===== src/rtl/control_division.sv =====
// ---------------------------------------------------------------------------
// control_division
// Front-end controller for an iterative signed divider. Operand pairs are
// queued in a small FIFO and then sent to the divider one at a time. Each
// result is held until the consumer accepts it. A zero divisor never reaches
// the divider; it produces a flagged result (quotient 0, remainder =
// dividend) directly.
//
// Ports
//   CLK, RSTa           clock, synchronous active-low reset
//   In_Valid/In_Ready   operand handshake; Num_In / Den_In signed operands
//   Div_Start           one-cycle launch pulse to the divider
//   Div_Num / Div_Den   operands to the divider, held until Div_Done
//   Div_Done            divider completion strobe with Div_Coc / Div_Res
//   Out_Valid/Out_Ready result handshake; Coc_Out / Res_Out / Err_Out
// ---------------------------------------------------------------------------
module control_division #(
    parameter int tamanyo = 32,
    parameter int PROF    = 4
) (
    input  logic                      CLK,
    input  logic                      RSTa,
    input  logic                      In_Valid,
    output logic                      In_Ready,
    input  logic signed [tamanyo-1:0] Num_In,
    input  logic signed [tamanyo-1:0] Den_In,
    output logic                      Div_Start,
    output logic signed [tamanyo-1:0] Div_Num,
    output logic signed [tamanyo-1:0] Div_Den,
    input  logic                      Div_Done,
    input  logic signed [tamanyo-1:0] Div_Coc,
    input  logic signed [tamanyo-1:0] Div_Res,
    output logic                      Out_Valid,
    input  logic                      Out_Ready,
    output logic signed [tamanyo-1:0] Coc_Out,
    output logic signed [tamanyo-1:0] Res_Out,
    output logic                      Err_Out
);

    localparam int AW = $clog2(PROF);

    typedef enum logic [1:0] {REPOSO, LANZAR, ESPERA, ENTREGA} estado_t;

    estado_t                   estado;
    logic signed [tamanyo-1:0] num_mem [PROF];
    logic signed [tamanyo-1:0] den_mem [PROF];
    // The extra top bit tells full (top bits differ) from empty (equal).
    logic [AW:0]               wr_ptr;
    logic [AW:0]               rd_ptr;
    logic                      full;
    logic                      empty;
    logic                      push;
    logic                      pop;

    assign empty    = (wr_ptr == rd_ptr);
    assign full     = (wr_ptr[AW] != rd_ptr[AW]) && (wr_ptr[AW-1:0] == rd_ptr[AW-1:0]);
    // Derived from registered pointers only, so a pop cannot raise it early.
    assign In_Ready = !full;
    assign push     = In_Valid && In_Ready;
    assign pop      = (estado == REPOSO) && !empty;

    // Operand FIFO: pointers are control, storage is plain data.
    always_ff @(posedge CLK) begin
        if (!RSTa) begin
            wr_ptr <= '0;
            rd_ptr <= '0;
        end else begin
            if (push) wr_ptr <= wr_ptr + {{AW{1'b0}}, 1'b1};
            if (pop)  rd_ptr <= rd_ptr + {{AW{1'b0}}, 1'b1};
        end
    end

    always_ff @(posedge CLK) begin
        if (push) begin
            num_mem[wr_ptr[AW-1:0]] <= Num_In;
            den_mem[wr_ptr[AW-1:0]] <= Den_In;
        end
    end

    // Sequencer. Div_Num/Div_Den double as the operand registers, so they
    // stay put from the pop until the next pop.
    always_ff @(posedge CLK) begin
        if (!RSTa) begin
            estado    <= REPOSO;
            Div_Start <= 1'b0;
            Div_Num   <= '0;
            Div_Den   <= '0;
            Out_Valid <= 1'b0;
            Coc_Out   <= '0;
            Res_Out   <= '0;
            Err_Out   <= 1'b0;
        end else begin
            Div_Start <= 1'b0;
            case (estado)
                REPOSO: begin
                    if (!empty) begin
                        Div_Num <= num_mem[rd_ptr[AW-1:0]];
                        Div_Den <= den_mem[rd_ptr[AW-1:0]];
                        estado  <= LANZAR;
                    end
                end
                LANZAR: begin
                    if (Div_Den == '0) begin
                        // Divide-by-zero is answered locally, divider untouched.
                        Coc_Out   <= '0;
                        Res_Out   <= Div_Num;
                        Err_Out   <= 1'b1;
                        Out_Valid <= 1'b1;
                        estado    <= ENTREGA;
                    end else begin
                        Div_Start <= 1'b1;
                        estado    <= ESPERA;
                    end
                end
                ESPERA: begin
                    // Divider outputs are meaningful only alongside Div_Done.
                    if (Div_Done) begin
                        Coc_Out   <= Div_Coc;
                        Res_Out   <= Div_Res;
                        Err_Out   <= 1'b0;
                        Out_Valid <= 1'b1;
                        estado    <= ENTREGA;
                    end
                end
                ENTREGA: begin
                    if (Out_Ready) begin
                        Out_Valid <= 1'b0;
                        estado    <= REPOSO;
                    end
                end
                default: estado <= REPOSO;
            endcase
        end
    end

endmodule


===== config.mk =====
export PLATFORM = sky130hd
export DESIGN_NAME = control_division
export DESIGN_NICKNAME = d
export VERILOG_FILES = /design/src/rtl/control_division.sv
export SDC_FILE = /design/constraint.sdc
export NUM_CORES = 1
export LEC_CHECK = 0
export BUFFER_PORTS_ARGS = -buffer_cell sky130_fd_sc_hd__buf_2
export CORE_UTILIZATION = 48
export DETAILED_ROUTE_END_ITERATION = 8
export GPL_ROUTABILITY_DRIVEN = 0
export GPL_TIMING_DRIVEN = 0
export PLACE_DENSITY = 0.68
export SETUP_SLACK_MARGIN = 0.02
export SYNTH_ARGS = -nofsm -noshare
export SYNTH_HDL_FRONTEND = slang
export SYNTH_SLANG_ARGS = --single-unit

===== constraint.sdc =====
create_clock -name CLK -period 7.3 [get_ports CLK]
set_clock_uncertainty 0.05 [all_clocks]
set_input_delay 0.73 -clock CLK [delete_from_list [all_inputs] [get_ports CLK]]
set_output_delay 0.73 -clock CLK [all_outputs]
set_load 0.02 [all_outputs]

After elaboration in Yosys (flattened, before gate mapping)

Memory sizes are Yosys's and may differ from the RTL's. A register that Yosys moved wholly into a read port is not among the register bits.
Index checks and enable logic that the tools add are counted.

Register bits after elaboration: 75
Latch bits: 0
Bits in writable memories: 256
ROM bits: 0
Bits of input ports: 133
Output and inout port bits: 132
Word-level logic and storage cells: 59
Memories kept: 2

Add/subtract/negate cells: 2
$mul: 0
Divide/modulo/power cells: 0
$lt $le $gt $ge: 0
Equal/unequal tests: 10
Shifts and indexed selects: 0
Multiplexer cells: 20
Bitwise logic cells: 1
Reductions and logical operators: 16

Memories:

| memory  | words | width | rd ports | clocked after memory_dff | write ports | RTL line | text |
|---|---|---|---|---|---|---|---|
| den_mem | 4     | 32    | 1        | 1                        | 1           | 46       | `logic signed [tamanyo-1:0] den_mem [PROF];` |
| num_mem | 4     | 32    | 1        | 1                        | 1           | 45       | `logic signed [tamanyo-1:0] num_mem [PROF];` |

Operator list:

| operator                                      | number |
|---|---|
| 2-to-1 mux 32 bit                             | 4 |
| one-hot mux 32 bit (2 select lines)           | 2 |
| logical NOT 32 bit                            | 1 |
| 2-to-1 mux 1 bit                              | 8 |
| inequality test 2 bit, second input constant  | 4 |
| one-hot mux 2 bit (4 select lines)            | 1 |
| adder 3 x 1 -> 3 bit, second input constant   | 2 |
| 2-to-1 mux 2 bit                              | 3 |
| AND reduction 3 bit                           | 2 |
| == test 2 bit, second input constant          | 2 |
| logical NOT 1 bit                             | 4 |
| AND reduction 2 bit                           | 2 |
| AND reduction 4 bit                           | 1 |
| == test 3 bit                                 | 1 |
| logical AND 1 bit                             | 3 |
| one-hot mux 1 bit (3 select lines)            | 1 |
| nonzero test 3 bit                            | 1 |
| == test 2 x 1 -> 1 bit, second input constant | 1 |
| == test 2 bit                                 | 1 |
| logical NOT 2 bit                             | 1 |
| one-hot mux 1 bit (2 select lines)            | 1 |
| nonzero test 2 bit                            | 1 |
| inequality test 1 bit                         | 1 |
| inverter 1 bit                                | 1 |

Logic depth before layout (Yosys ltp)

Word-level depth: 6
Depth in mapped cells: 8
Mapped depth without buffers: 6

Least setup slack after synthesis

OpenSTA, ideal clock, no wires.

Path type: register to register
Start: reg wr_ptr[1]
End: reg wr_ptr[2]
Library setup time: 0.206 ns
Arrival time: 2.776 ns
Required time: 7.044 ns
Slack: 4.268 ns
Stages on the path, launching flop included: 5
Cell sequence: dfxtp_1 xor2_1 o31a_1 and2_1 o21ai_0

Cells in the longest elaborated chain, start to end: 4
Elaborated cells between the ends (all ways): 5
Classes of those cells: add/sub: 1; eq/ne: 1; reduce/logical: 3

Ends and longest elaborated chain:

| item                                                         | RTL line | text |
|---|---|---|
| start: declaration                                           | 48       | `logic [AW:0] wr_ptr;` |
| start signal: assignment                                     | 68       | `if (push) wr_ptr <= wr_ptr + {{AW{1'b0}}, 1'b1};` |
| branches (longest 4 deep; another with adder 3 x 1 -> 3 bit) | -        |  |

Several ways; the timed one is not identified.
A chain may end at the register's enable or synchronous reset.

Worst setup path in the final report

Start: reg Div_Den[31] (read register of den_mem)
End: reg Coc_Out[10]

Cells in the longest elaborated chain, start to end: 3

Ends and longest elaborated chain:

| item                                   | RTL line | text |
|---|---|---|
| start: declaration                     | 29       | `output logic signed [tamanyo-1:0] Div_Den,` |
| logical NOT 32 bit                     | 103      | `if (Div_Den == '0) begin` |
| inequality test 2 bit (no source line) | -        |  |
| AND reduction 3 bit (no source line)   | -        |  |
| end signal: assignment                 | 118      | `Coc_Out <= Div_Coc;` |
| end: declaration                       | 35       | `output logic signed [tamanyo-1:0] Coc_Out,` |

Every way passes these cells.

==> summary.txt <==
Worst setup path class = flip-flop to flip-flop
First-pass GRT wire length = 65.7 mm
Worst skew pair latency = 0.55 ns
Slowest cell delay on critical path = 0.65 ns
Post-CTS sizing = 0
CTS Buf Count = 42
Post-synthesis register bit count = 395
Cell family with most CP delay = simple AND/OR/NAND/NOR gates
CTS Buffer Depth = 3
Slew margin rel. = 47.4%
RSZ-0062 raised after global routing = false
CP Max Fanout = 10
Yosys cell types = 44
Crit-path slowest cell = nor4_1
Initial DRT Pass Iterations = 5
Syn Nets = 1276
Hold path cells = 1
Yosys top cell area share = 47.8%
Clock sink count = 395
ANT nets after route = 0
Crit path depth = 6
Final core utilization = 59.4%
Largest net degree at the start of global routing = 52
Main area contributors after synthesis = edfxtp_1, dfxtp_1, mux4_2
Peak VDD IR = 0.226 mV
Count of buffer and inverter cells on the critical path = 2
CP Launch Type = flip-flop
Worst-margin pin slew = 0.788 ns
Sequential share of the synthesized area = 65.1%
Starting DRT DRC Count = 939
Placeable Area = 32800 um^2
Drt wl/cell = 22.9 um
Commonest non-fill, non-tap cell in the layout = buf_2
Yosys warns = 0
CTS H-tree depth = 2
DRC viols = 0
Final WL = 44.1 mm
Maximum clock rate = 386 MHz
Min-delay src = Num_In[9]
Syn Area/Cell = 14.2 um^2
IO Port Bufs = 264
DIE HEIGHT = 185 um
Clock transition at path regs = 0.06 ns
Rows = 66
Area Growth Syn to Fin = 21.1%
Vias in the first global route = 11200
Root Driver = clkbuf_16
Most frequent cells in the layout = buf_2, edfxtp_1, nand2_1, dfxtp_1
Antenna violations before repair = 15
Hold-fix buffers at CTS = 0
CP required = 7.64 ns
IO Count = 265
DR vias = 11400
Critical R2R Launch = Div_Den[31]
Pwr Total = 7410 uW
Die area = 34200 um^2
Hold Slack = 0.345 ns
Leak = 0.00683 uW
Hpwl dp = 30.3 mm
Final #Nets = 1588
Starting Density = 49.0%
Setup_tns = 0 ns
MaxCap Viol Count = 0
R2r worst-path depth = 6
CP endpoint kind = flip-flop
Die W = 185 um
Slew Viols, Final = 0
Crit path DAT = 2.93 ns
Tot GR Track Use = 25.6%
Mapped Area = 16100 um^2
Via density = 5.93
Async S/R FF share, synth = 0%
Worst Hold Class = primary input to flip-flop
Area leader, netlist = edfxtp_1
TritonCTS clock tree = built
Period utilisation layout = 35.5%
Layout cell share with drive strength beyond 1 = 29.8%
Post-synth EDFFs = 256
Synth Flop Type = edfxtp_1
Final Critical Period = 2.59 ns
Critical path, cell by cell = nor4_1 > nand4_1 > buf_2 > clkbuf_1 > o211ai_1 > o221ai_1
Synthesized instance count = 1133
GRT overflow = 0
Pwr Density = 380 nW/um^2
Final Setup Violations = 0
Setup Buffers After CTS = 0
Crit path from = Div_Den[31]
Status = finished clean
Endpoints failing hold = 0
flip-flops by register name (all words and copies together), names as in the netlist:
signal	cells
Err_Out	1
Div_Den	32
Div_Start	1
wr_ptr	3
Coc_Out	32
Out_Valid	1
estado	2
den_mem	128
num_mem	128
Div_Num	32
rd_ptr	3
Res_Out	32
cell usage after synthesis, types with 3 or more instances:
master / instances
mux4_2: 64
and2_1: 5
a32oi_1: 18
mux2i_1: 34
nor4_1: 11
clkbuf_1: 60
buf_2: 22
dfxtp_1: 139
o21ai_0: 3
nand4_1: 20
a22oi_1: 15
xor2_1: 3
o311ai_1: 30
nand3_1: 5
nand2_1: 177
a21oi_1: 70
nor2_1: 5
o31a_1: 3
inv_1: 7
buf_6: 5
o211ai_1: 64
buf_4: 10
ha_1: 10
edfxtp_1: 256
xnor2_1: 3
buf_1: 9
o221ai_1: 32
nor2b_1: 3
a32o_1: 31
final timing paths:
| path | endpoint | slack, ns |
|---|---|---|
| min | num_mem[3][9] | 0.35 |
| max reg2reg | Coc_Out[10] | 4.71 |
| min reg2reg | Div_Den[23] | 0.42 |
| max | Coc_Out[10] | 4.71 |
metal layers:
| metal | track usage (%) | routed length (um) | vias to the layer above |
|---|---|---|---|
| li1 | - | - | 5150 |
| met1 | 32.9 | 17700 | 5661 |
| met2 | 42.8 | 21500 | 523 |
| met3 | 6.19 | 3650 | 90 |
| met4 | 8.07 | 1170 | 14 |
| met5 | 0 | 103 | - |
metrics by stage:
step	setup slack, ns	cells	cell area [um^2]
2_1_floorplan	4.27	1133	16100
3_3_place_gp	2.71	1839	18000
3_5_place_dp	4.69	1843	18100
4_1_cts	4.66	1920	19400
5_1_grt	4.58	1924	19500
6_report	4.71	1928	19500
layout make-up:
cell class / instances / area (um^2)
diodes: 8 / 20.0
plain buffers: 106 / 500
clock buffers: 56 / 1140
clock inverters: 21 / 230
fillers: 2636 / 13300
inverters: 7 / 26.3
multi-input cells: 625 / 5090
flip-flops and latches: 395 / 10500
well taps: 442 / 553
repair buffers: 268 / 1430
cells by family (layout without fill, tap and decap cells):
group / after synthesis / in the layout / share of synthesized area [%]
DFF: 395 / 395 / 65.1
AOI/OAI and AO/OA: 273 / 273 / 12.8
and+or+nand+nor: 238 / 238 / 6.59
buffers and inverters: 113 / 458 / 3.28
muxes: 98 / 98 / 11.1
adders and majority gates: 10 / 10 / 0.778
xor gates and xnor gates: 6 / 6 / 0.327
other: 0 / 8 / 0
power by group:
| group | switching, uW | internal, uW | leakage, uW | total (uW) |
|---|---|---|---|---|
| logic | 1650 | 781 | 0.00268 | 2430 |
| clock network | 887 | 1220 | 0.000665 | 2110 |
| registers | 211 | 2660 | 0.00348 | 2870 |
(Power assumes the default switching activity.)
